$ cat config.mk
export PLATFORM = sky130hd
export DESIGN_NAME = i2s_dac_tx
export DESIGN_NICKNAME = d
export VERILOG_FILES = /design/src/rtl/i2s_pkg.sv /design/src/rtl/bclk_gen.sv /design/src/rtl/i2s_dac_tx.sv
export SDC_FILE = /design/constraint.sdc
export NUM_CORES = 1
export LEC_CHECK = 0
export CORE_ASPECT_RATIO = 1.5
export CORE_MARGIN = 3
export CORE_UTILIZATION = 30
export CTS_CLUSTER_DIAMETER = 120
export DETAILED_ROUTE_END_ITERATION = 10
export PLACE_DENSITY = 0.52
export SLEW_MARGIN = 20
export SYNTH_ARGS = -nofsm -noshare
export SYNTH_HDL_FRONTEND = slang
export SYNTH_HIERARCHICAL = 1
export SYNTH_SLANG_ARGS = --single-unit
$ cat constraint.sdc
create_clock -name clk -period 2.8 [get_ports clk]
set_clock_uncertainty 0.2 [all_clocks]
set_input_delay 0.56 -clock clk [delete_from_list [all_inputs] [get_ports clk]]
set_output_delay 0.56 -clock clk [all_outputs]
set_load 0.02 [all_outputs]
$ cat src/rtl/i2s_pkg.sv
// Shared definitions for the I2S DAC transmitter.
//   SAMPLE_W       : audio sample width
//   SLOTS          : bclk slots per stereo frame
//   LEFT_LAST_SLOT : last slot index carrying the left channel
//   state_e        : transmitter control states
package i2s_pkg;

  localparam int unsigned SAMPLE_W       = 16;
  localparam int unsigned SLOTS          = 32;
  localparam int unsigned LEFT_LAST_SLOT = 15;
  localparam int unsigned SLOT_W         = $clog2(SLOTS);

  typedef enum logic [1:0] {IDLE, SHIFT_L, SHIFT_R} state_e;

  // Word select for a slot. Right is flagged one slot early so the channel
  // change leads the first data bit by one bclk (I2S one-bit delay).
  function automatic logic lr_of_slot(logic [SLOT_W-1:0] s);
    return (s >= SLOT_W'(LEFT_LAST_SLOT)) && (s <= SLOT_W'(SLOTS - 2));
  endfunction

endpackage

$ cat src/rtl/bclk_gen.sv
// I2S bit-clock divider.
//   clk   : system clock
//   reset : synchronous active-high reset
//   bclk  : bit clock, toggles every DIV clk cycles, low after reset
//   fall  : one-cycle strobe, high on the cycle whose clk edge drives bclk low
module bclk_gen #(
  parameter int unsigned DIV = 4
) (
  input  logic clk,
  input  logic reset,
  output logic bclk,
  output logic fall
);

  localparam int unsigned CntW = (DIV > 1) ? $clog2(DIV) : 1;

  logic [CntW-1:0] cnt_q;
  logic            bclk_q;
  logic            wrap;

  assign wrap = (cnt_q == CntW'(DIV - 1));

  always_ff @(posedge clk) begin
    if (reset) begin
      cnt_q  <= '0;
      bclk_q <= 1'b0;
    end else if (wrap) begin
      cnt_q  <= '0;
      bclk_q <= ~bclk_q;
    end else begin
      cnt_q  <= cnt_q + CntW'(1);
    end
  end

  assign bclk = bclk_q;
  assign fall = wrap & bclk_q;

endmodule

$ cat src/rtl/i2s_dac_tx.sv
// Mono-to-stereo I2S transmitter with a one-entry sample buffer.
//   clk          : system clock
//   reset        : synchronous active-high reset
//   sample       : 16-bit two's-complement mono sample
//   sample_valid : sample offered this cycle
//   sample_ready : buffer empty, a sample can be accepted
//   bclk         : I2S bit clock
//   lrclk        : I2S word select (0 left, 1 right)
//   sdata        : I2S serial data, MSB first, changes on bclk falling edge
//   underrun     : one-cycle pulse when a frame starts with no sample buffered
module i2s_dac_tx
  import i2s_pkg::*;
#(
  parameter int unsigned DIV = 4
) (
  input  logic                clk,
  input  logic                reset,
  input  logic [SAMPLE_W-1:0] sample,
  input  logic                sample_valid,
  output logic                sample_ready,
  output logic                bclk,
  output logic                lrclk,
  output logic                sdata,
  output logic                underrun
);

  logic                fall;
  logic [SLOT_W-1:0]   s_q, s_d;
  state_e              state_q, state_d;
  logic [SAMPLE_W-1:0] buf_q, buf_d;
  logic [SAMPLE_W-1:0] frame_q, frame_d;
  logic                full_q, full_d;
  logic                lrclk_q, lrclk_d;
  logic                sdata_q, sdata_d;
  logic                underrun_q, underrun_d;
  logic                accept;
  logic                load;
  logic [3:0]          bit_idx;

  bclk_gen #(
    .DIV(DIV)
  ) u_bclk_gen (
    .clk  (clk),
    .reset(reset),
    .bclk (bclk),
    .fall (fall)
  );

  assign sample_ready = ~full_q;
  assign accept       = sample_valid & ~full_q;
  // Frame boundary: the fall strobe that wraps the slot counter to 0.
  assign load         = fall & (s_q == SLOT_W'(SLOTS - 1));

  always_comb begin
    s_d        = s_q;
    state_d    = state_q;
    buf_d      = buf_q;
    full_d     = full_q;
    frame_d    = frame_q;
    lrclk_d    = lrclk_q;
    sdata_d    = sdata_q;
    underrun_d = 1'b0;
    bit_idx    = '0;

    if (accept) begin
      buf_d  = sample;
      full_d = 1'b1;
    end

    // accept cannot coincide with a full-buffer load, so the two never collide.
    if (load) begin
      if (full_q) begin
        frame_d = buf_q;
        full_d  = 1'b0;
      end else begin
        frame_d    = '0;
        underrun_d = 1'b1;
      end
    end

    if (fall) begin
      s_d     = (s_q == SLOT_W'(SLOTS - 1)) ? '0 : s_q + SLOT_W'(1);
      lrclk_d = lr_of_slot(s_d);
      // Both channels index the same 16-bit frame: 15-s left, 31-s right.
      bit_idx = 4'(LEFT_LAST_SLOT) - s_d[3:0];
      sdata_d = frame_d[bit_idx];

      unique case (state_q)
        IDLE:    state_d = SHIFT_L;
        SHIFT_L: if (s_q == SLOT_W'(LEFT_LAST_SLOT)) state_d = SHIFT_R;
        SHIFT_R: if (s_q == SLOT_W'(SLOTS - 1)) state_d = SHIFT_L;
        default: state_d = IDLE;
      endcase
    end
  end

  always_ff @(posedge clk) begin
    if (reset) begin
      s_q        <= SLOT_W'(SLOTS - 1);
      state_q    <= IDLE;
      buf_q      <= '0;
      frame_q    <= '0;
      full_q     <= 1'b0;
      lrclk_q    <= 1'b0;
      sdata_q    <= 1'b0;
      underrun_q <= 1'b0;
    end else begin
      s_q        <= s_d;
      state_q    <= state_d;
      buf_q      <= buf_d;
      frame_q    <= frame_d;
      full_q     <= full_d;
      lrclk_q    <= lrclk_d;
      sdata_q    <= sdata_d;
      underrun_q <= underrun_d;
    end
  end

  assign lrclk    = lrclk_q;
  assign sdata    = sdata_q;
  assign underrun = underrun_q;

endmodule

==> flow_summary.toml <==
[status]
status = "finished, final reports clean"

[yosys]
post_synth.cell_area_avg_um2 = 8.58
ys.flop_type = "dfxtp_1"
ys_ff_latch = 44
synth_edf_count = 0
synth_area_um2 = 1910
synth_most_common_cell = "nand2_1"
yosys.area.top_type = "dfxtp_1"
syn_inst = 223
synth.area.top_cells = "dfxtp_1 46%, nand2_1 9.4%, a21oi_1 8.9%, nand3_1 3.7%, ha_1 2.6%"
ys_warn_count = 6
synthTopCellsByCount = "48 x nand2_1, 44 x dfxtp_1, 34 x a21oi_1"
async_flop_share_pct = 0
syn-num-nets = 246
synth_top_area_share_pct = 46.0
ys_types = 47
yosysSeqAreaShare_pct = 46.0

[clock_tree]
clk_path_buf_depth = 2
post_cts_buffers = 0
clkSinkCount = 44
hold_buffers = 0
cts_buffers = 5
clk_latency_ps = 290
post_cts_resized = 0
clk_pin_slew_worst_paths_ps = 80
cts_tree = "built"
cts-root-buf = "clkbuf_8"
cts_htree_levels = 2

[sta]
tightest_slew_ps = 499
fin_crit_sh_pct = 92.3
final_max_slew_viol_count = 0
finalSetupViolCount = 0
slew_headroom_pct = 66.7
tns_ps = 0
post-route-min-period_ps = 2580
grt_setup_unrepaired = "false"
timing.fmax_mhz = 387
fin_hold_ws_ps = 225
hold_violations = 0

[die]
dieHeight_um = 104
rows = 35
start_util_pct = 31.0
core_um2 = 6170
boundaryPins = 24
dieArea_um2 = 7400
die_w_um = 71.2

[cells_and_area]
antenna_cells = 0
fillers = 659
syn_to_final_growth_pct = 19.4
fin_area_um2 = 2290
drive_gt1_share_pct = 12.6
nNetsFinal = 268

[power]
p_leak_nw = 0.805
vdd_drop_max_mv = 0.296
pwr-share-comb_pct = 9.1
p_total_mw = 1.18
sw_frac_of_total_pct = 23.9
seqPwrFrac_pct = 56.1
powerDensity_nw_per_um2 = 515
p_int_uw = 896
clkPwrFrac_pct = 34.8
p_sw_uw = 281

[global_route]
grt_max_degree = 30
grt-ovfl-total = 0
grt_pass1_wl_mm = 7.10
antenna_found_initial = 0
first_global_vias = 1524
grt_usage_pct = 12.0

[run]
drv_cap = 0

[detailed_routing]
dr.pass1.iters = 4
drtAntennaViolNets = 0
drc = 0
drt_iter0_drc = 46
dr.max_layer_used = "met4"
met2_length_mm = 2.24
met3_length_um = 100
post_drt_wl_per_cell_um = 13.0
m1WireLength_mm = 1.74
wirelength_mm = 4.16
vias_per_cell = 4.86
via_count = 1554

[worst_setup_path]
crit_fanout = 14
start_kind = "flip-flop"
cp-end-kind = "flip-flop"
critPathRequiredTime_ps = 2810
worst_r2r_path_depth = 8
cp.arrival_ps = 2590
crit_type = "reg -> reg"

[place]
dp_hpwl_mm = 3.06
io_buffers = 23
dpl-instance-area_um2 = 2190
place.gp.congestion = 0.739

[hold_path]
holdPathStages = 1
min_path_type = "reg -> reg"
==> metal layers <==
layer  track usage (%)  up-vias
met3              2.62        6
met2              21.6       22
met4              4.84        0
met5                 0        -
li1                  -      810
met1              13.3      716
==> path summary, 6_finish.rpt <==
kind	end	startpoint	slack (ps)
setup reg to reg	sdata$_SDFFE_PP0P_	s_q[1]$_SDFFE_PP1P_	220
hold / removal	u_bclk_gen/cnt_q[0]$_SDFF_PP0_	u_bclk_gen/cnt_q[0]$_SDFF_PP0_	230
setup / recovery	sdata$_SDFFE_PP0P_	s_q[1]$_SDFFE_PP1P_	220
hold reg to reg	u_bclk_gen/cnt_q[0]$_SDFF_PP0_	u_bclk_gen/cnt_q[0]$_SDFF_PP0_	230
==> final cells by class <==
| type | count | area (um^2) | area share, % |
|---|---|---|---|
| multi-input cells | 158 | 911 | 39.8 |
| flip-flops and latches | 44 | 881 | 38.5 |
| inverters | 5 | 18.8 | 0.821 |
| well taps | 74 | 92.6 | 4.05 |
| clock inverters | 2 | 10.0 | 0.438 |
| repair buffers | 31 | 290 | 12.7 |
| clock buffers | 6 | 82.6 | 3.61 |
==> state kept, by name, summed over array words and instances (netlist names) <==
signal,count
sdata,1
full_q,1
s_q,5
buf_q,16
underrun,1
u_bclk_gen/cnt_q,2
frame_q,16
lrclk,1
u_bclk_gen/bclk,1
==> cell usage in the layout (no fill, tap or decap), drive strengths merged, types with 2 or more instances in the layout <==
master	synthesis	final
clkinv	0	2
dfxtp	44	44
xnor2	4	4
nor2	9	9
nand2b	2	2
nor3	4	4
clkdlybuf4s50	0	23
o21ai	3	3
and2	2	2
o32ai	2	2
nor2b	5	5
a211o	2	2
nand3	15	15
and4	2	2
inv	5	5
mux4	2	2
clkbuf	12	6
buf	4	8
a311o	2	2
ha	4	4
nand2	49	49
a21oi	34	34
==> power groups by stage <==
stage / combinational [mW] / sequential, mW / clock [mW]
detailed placement: 0.109 / 0.675 / 0
CTS: 0.109 / 0.661 / 0.427
global route: 0.121 / 0.663 / 0.454
floorplan: 0.0626 / 0.671 / 0
finish: 0.107 / 0.660 / 0.410
global placement: 0.108 / 0.675 / 0
==> worst max-delay path, cell delays in order, from the launching register on <==
cell and delay, ps:
dfxtp_1 420, ha_1 260, and3_1 190, ha_1 310, and2_4 300, nand3_2 100
a311o_1 320, o2bb2ai_1 140, a311oi_1 260
==> cell families after synthesis <==
group	after synthesis	share of synthesized area (%)
AO/OA/AOI/OAI	53	16.9
XOR/XNOR	4	1.83
adder cells (fa/ha/maj)	4	2.61
buffers and inverters	21	6.40
flip-flops	44	46.0
multiplexers	2	2.35
AND/OR/NAND/NOR	95	23.9
==> metrics by stage <==
| stage | utilization [%] | std cells | setup WS (ps) |
|---|---|---|---|
| 2_1_floorplan | - | 223 | 627 |
| 3_3_place_gp | 35.5 | 312 | 317 |
| 3_5_place_dp | 35.5 | 312 | 226 |
| 4_1_cts | 37.0 | 320 | 189 |
| 5_1_grt | 37.0 | 320 | 24.0 |
| 6_report | 37.0 | 320 | 216 |
No activity file was read; power rests on OpenSTA's default activity.
==> variant 1, RTL diff (config.mk and constraints unchanged) <==
Make the reset (`reset`) asynchronous in 2 clocked blocks. Comments in the files are not updated.
--- a/src/rtl/bclk_gen.sv
+++ b/src/rtl/bclk_gen.sv
@@ -21,5 +21,5 @@
   assign wrap = (cnt_q == CntW'(DIV - 1));
 
-  always_ff @(posedge clk) begin
+  always_ff @(posedge clk or posedge reset) begin
     if (reset) begin
       cnt_q  <= '0;
--- a/src/rtl/i2s_dac_tx.sv
+++ b/src/rtl/i2s_dac_tx.sv
@@ -95,5 +95,5 @@
   end
 
-  always_ff @(posedge clk) begin
+  always_ff @(posedge clk or posedge reset) begin
     if (reset) begin
       s_q        <= SLOT_W'(SLOTS - 1);
Check against the original RTL: differs if reset is asserted again (counterexample within 4 cycles, from zero or initial values and one cycle with reset high); with reset held inactive, the same outputs for 10 cycles.
==> variant 1 against the unedited design <==
Synthesized area is 6.5% higher. First-iteration DRC count is 24% higher. Total power increased by 20%. Cell area rose by 7.9%. Sequential cell count is the same. Via count decreased by 12%. Worst setup slack better by 0.048 ns. Sequential power rose by 16%. Wire length fell by 8.8%. Clock power is 15% higher.
==> variant 1: results (changes against the unedited design) <==
set qor(outcome) {finished, final reports clean}
set qor(critical_register_to_register_path_endpoint) {sdata$_DFFE_PP0P_}
set qor(nMultiInputCombCells) 121 ;# -23%
set qor(setup.reg_to_reg.worst_slack_ns) 0.26 ;# +0.05 ns
set qor(grt_max_degree) 42 ;# +40%
set qor(post_synth_main_area_contributors) {dfrtp_1, mux2_2, dfstp_2, nand2_1, o21ai_0}
set qor(vdd.ir_drop.worst_mv) 0.482 ;# +63%
set qor(critical_path.slowest_cell) {dfstp_2}
set qor(power.static_leakage_nw) 1.12 ;# +39%
set qor(dpl.cell_count) 277 ;# -11%
set qor(grtUsageTotal) 0.104 ;# -0.0167
set qor(clock_tree_buf_depth) 2 ;# unchanged
set qor(synth_top_cells_by_count) {dfrtp_1, nand2_1, mux2_2}
set qor(grt_first_pass_wirelength_mm) 6.24 ;# -12%
set qor(synth-main-ff-cell) {dfrtp_1}
set qor(multi_input_area_share) 0.345 ;# -0.0535
set qor(first_iter_violations) 57 ;# +24%
set qor(cpPeakStageDelay_ns) 0.59 ;# +0.17 ns
set qor(met2_usage) 0.164 ;# -0.0526
set qor(route.layer.met1.wl_mm) 1.72 ;# -1.5%
set qor(regArea_mm2) 0.00111 ;# +26%
set qor(family_of_cells_with_the_greatest_summed_delay_on_the_critical_path) {adder cells}
set qor(met3WireLength_um) 122 ;# +22%
set qor(worst_hold_startpoint) {u_bclk_gen/cnt_q[0]$_DFF_PP0_}
set qor(grt_util_met1) 0.137 ;# +0.00462
set qor(die_w_um) 73.3 ;# +2.9%
set qor(layout-drive-gt1-share) 0.215 ;# +0.0893
set qor(path_max_fanout) 11 ;# -3
set qor(grt.met3_usage) 0.0197 ;# -0.00651
set qor(layout.nonclk_buf_frac) 0.115 ;# -0.0123
set qor(synth_async_sr_flop_share) 1.00 ;# +1.00
set qor(number_of_clock_sinks) 44 ;# unchanged
set qor(synth_area_per_cell_um2) 11.1 ;# +30%
set qor(detail_route.wirelength_mm) 3.79 ;# -8.8%
set qor(grt_pass1_vias) 1295 ;# -15%
set qor(inverters) 6 ;# +1
set qor(instance_count_along_the_most_critical_hold_path) 1 ;# unchanged
set qor(finalWeightedCongestion) 0.795 ;# +7.6%
set qor(timing.rr.start) {s_q[0]$_DFFE_PP1P_}
set qor(wl_met2_mm) 1.88 ;# -16%
set qor(number_of_fill_cells) 643 ;# -2.4%
set qor(min_period_ns) 2.54 ;# -0.0483 ns
set qor(timing.hold.ws_ns) 0.238 ;# +0.0133 ns
set qor(layoutNonFillerInstCount) 285 ;# -11%
set qor(synth.yosys.seq_area_share) 0.543 ;# +0.0828
set qor(hold-path-endpoint) {u_bclk_gen/cnt_q[0]$_DFF_PP0_}
set qor(cp.arrival_ns) 2.53 ;# -0.06 ns
set qor(synth_nets) 206 ;# -16%
set qor(placed_area_mm2) 0.00236 ;# +7.5%
set qor(clock_buf_inv_share) 0.0436 ;# +0.00313
[variant 1: cell types whose count changed after synthesis, sizes merged, moves of 14 or more]
cell,delta
mux2,+18
dfxtp,-44
a21oi,-32
dfrtp,+39
o21ai,+14
nand2,-17
[variant 1: cell families (layout without fill, tap and decap cells)]
logic type	count (synthesis)	in the layout	share of synthesized area
and+or+nand+nor	57	57	0.133
DFF	44	44	0.543
AOI/OAI and AO/OA	37	37	0.121
muxes	21	21	0.130
buffers and inverters	18	44	0.0399
adders and majority gates	4	4	0.0245
xor gates and xnor gates	2	2	0.00859
[variant 1: power breakdown]
group / internal [mW] / switching, mW / total (mW)
Combinational: 0.108 / 0.0612 / 0.169
Clock: 0.265 / 0.208 / 0.473
Sequential: 0.726 / 0.0419 / 0.768
Total: 1.10 / 0.311 / 1.41
==> variant 2, RTL diff (config.mk and constraints unchanged) <==
Made on the original files. `DIV` is set to 4 in 2 places; all go to 16.
--- a/src/rtl/bclk_gen.sv
+++ b/src/rtl/bclk_gen.sv
@@ -5,5 +5,5 @@
 //   fall  : one-cycle strobe, high on the cycle whose clk edge drives bclk low
 module bclk_gen #(
-  parameter int unsigned DIV = 4
+  parameter int unsigned DIV = 16
 ) (
   input  logic clk,
--- a/src/rtl/i2s_dac_tx.sv
+++ b/src/rtl/i2s_dac_tx.sv
@@ -12,5 +12,5 @@
   import i2s_pkg::*;
 #(
-  parameter int unsigned DIV = 4
+  parameter int unsigned DIV = 16
 ) (
   input  logic                clk,
Check against the original RTL: not equivalent (Yosys sat finds a counterexample within 10 cycles, from zero or initial values and one cycle with reset high).
==> variant 2 against the unedited design <==
Combinational power down 17%. Total power grew 7.3%. Wire length is 1.4% higher. Critical path type unchanged. Non-clock buffer count down 1. Sequential power rose by 3.6%. Worst setup slack improved by 0.038 ns. Sequential cell count increased by 2. Via count rose by 5.4%. Critical path depth stayed put. Utilization up 0.78 points. Synthesized area up 4.5%. Cell area up 4.3%. Clock power grew 20%. Fmax rose by 1.5%.
==> variant 2: results (changes against the unedited design) <==
set qor(io_buffers) 23 ;# unchanged
set qor(yosys-mux-area-fraction) 0.0225 ;# -0.00102
set qor(nets) 275 ;# +2.6%
set qor(cp.arrival_ns) 2.55 ;# -0.04 ns
set qor(layout-drive-gt1-share) 0.119 ;# -0.00744
set qor(synth_nets) 254 ;# +3.3%
set qor(first_iter_violations) 50 ;# +8.7%
set qor(clock-root-buffer) {clkbuf_8}
set qor(finalWeightedCongestion) 0.781 ;# +5.7%
set qor(reg_top3) {buf_q (16), frame_q (16), s_q (5)}
set qor(dpl.cell_count) 319 ;# +2.2%
set qor(synth_area_per_cell_um2) 8.66 ;# +0.89%
set qor(setup.reg_to_reg.worst_slack_ns) 0.25 ;# +0.04 ns
set qor(cts_inserted_buffers) 5 ;# unchanged
set qor(htreeDepth) 2 ;# unchanged
set qor(clock_insertion_delay_at_the_later_pin_of_the_skew_report_ns) 0.29 ;# about the same
set qor(firstDrtPassIters) 4 ;# unchanged
set qor(synth_async_sr_flop_share) 0 ;# unchanged
set qor(timing.rr.start) {s_q[1]$_SDFFE_PP1P_}
set qor(synth_warnings) 6 ;# unchanged
set qor(cts_setup_buffers) 0 ;# unchanged
set qor(setup.worst_path.class) {register to register}
set qor(layoutNonFillerInstCount) 327 ;# +2.2%
set qor(via_to_cell_ratio) 5.01 ;# +3.1%
set qor(instance_count_along_the_most_critical_hold_path) 2 ;# +1
set qor(synth_top_cells_by_count) {nand2_1, dfxtp_1, a21oi_1}
set qor(synth_xor_area_frac) 0.0219 ;# +0.00359
set qor(worst-r2r-cell-count) 8 ;# unchanged
set qor(synth_adder_area_share) 0.0250 ;# -0.00113
set qor(worst_setup_hold_path_clk_slew_ns) 0.09
set qor(grt_first_pass_wirelength_mm) 7.04 ;# -0.87%
set qor(compound_gate_portion_of_the_synthesized_area) 0.173 ;# +0.00398
set qor(grt_pass1_vias) 1560 ;# +2.4%
set qor(outcome) {finished, final reports clean}
set qor(antenna_cells) 0 ;# unchanged
set qor(path_max_fanout) 14 ;# unchanged
set qor(dp_hpwl_mm) 3.02 ;# -1.3%
set qor(grt_max_degree) 21 ;# -30%
set qor(synth_enable_flop_cells) 0 ;# unchanged
set qor(maxSlewHeadroom) 0.646 ;# -0.0207
set qor(synth.yosys.seq_area_share) 0.460 ;# about the same
set qor(timing.hold.worst.class) {register to register}
set qor(critPathCapture) {sdata$_SDFFE_PP0P_}
set qor(power.static_leakage_nw) 0.834 ;# +3.5%
set qor(detail_route.wirelength_mm) 4.21 ;# +1.4%
set qor(synth-main-ff-cell) {dfxtp_1}
set qor(synth.distinct_cells) 49 ;# +4.3%
set qor(route.antenna.remaining_nets) 0 ;# unchanged
set qor(antenna_found_initial) 0 ;# unchanged
set qor(post_synth_main_area_contributors) {dfxtp_1, nand2_1, a21oi_1, nand3_1, ha_1}
set qor(grtUsageTotal) 0.114 ;# -0.00605
set qor(placed_area_mm2) 0.00227 ;# +3.6%
set qor(vdd.ir_drop.worst_mv) 0.203 ;# -31%
set qor(clock_tree_buf_depth) 2 ;# unchanged
-- variant 2: area by class of cell --
cell class,count,area (µm²)
timing repair buffer,30,283
clock buffer,6,72.6
clock inverter,2,37.5
inverter,5,18.8
sequential,46,921
multi-input combinational,164,958
tap,74,92.6
fill,694,3920
-- variant 2: cell families (layout without fill, tap and decap cells) --
group           Yosys count  in the layout
simple gates             97             97
compound gates           56             56
flops                    46             46
buf+inv                  21             43
xor+xnor                  5              5
fa+ha+maj                 4              4
mux                       2              2
-- variant 2: repair_timing --
item	4_1_cts	5_1_grt
hold buffers	0	0
setup endpoints to repair	0	1
resized for setup	0	1
-- variant 2: routing by layer --
metal,GRT usage,vias up,wire length [µm]
met5,0,-,0
li1,-,838,-
met2,0.202,38,2170
met1,0.132,755,1810
met4,0.0435,0,65
met3,0.0227,7,165
-- variant 2: worst max-delay path, stage by stage (launching register included) --
cell,delay [ns]
dfxtp_1,0.40
ha_1,0.26
and3_1,0.19
ha_1,0.31
and2_4,0.30
nand3_2,0.10
a311o_1,0.32
o2bb2ai_1,0.13
a311oi_1,0.25
-- variant 2: where the power goes --
group	internal [mW]	total, mW	switching (mW)
clock network	0.266	0.491	0.224
logic	0.0439	0.0886	0.0447
registers	0.672	0.684	0.0112
total	0.983	1.26	0.280
-- variant 2: per-stage QoR --
stage	hold WS, ns	utilization	setup WS (ns)
4_1_cts	0.256	0.378	0.189
3_5_place_dp	0.243	0.360	0.219
5_1_grt	0.282	0.378	0.0157
2_1_floorplan	0.229	-	0.627
3_3_place_gp	0.237	0.360	0.284
6_report	0.251	0.378	0.254
-- variant 2: worst min path at each step --
stage	from	endpoint	slack (ns)
2_1_floorplan	frame_q[2]$_SDFF_PP0_	frame_q[2]$_SDFF_PP0_	0.23
3_3_place_gp	frame_q[6]$_SDFF_PP0_	frame_q[6]$_SDFF_PP0_	0.24
3_5_place_dp	frame_q[2]$_SDFF_PP0_	frame_q[2]$_SDFF_PP0_	0.24
4_1_cts	frame_q[2]$_SDFF_PP0_	frame_q[2]$_SDFF_PP0_	0.26
5_1_grt	buf_q[5]$_SDFFE_PP0P_	buf_q[5]$_SDFFE_PP0P_	0.28
6_report	frame_q[7]$_SDFF_PP0_	frame_q[7]$_SDFF_PP0_	0.25
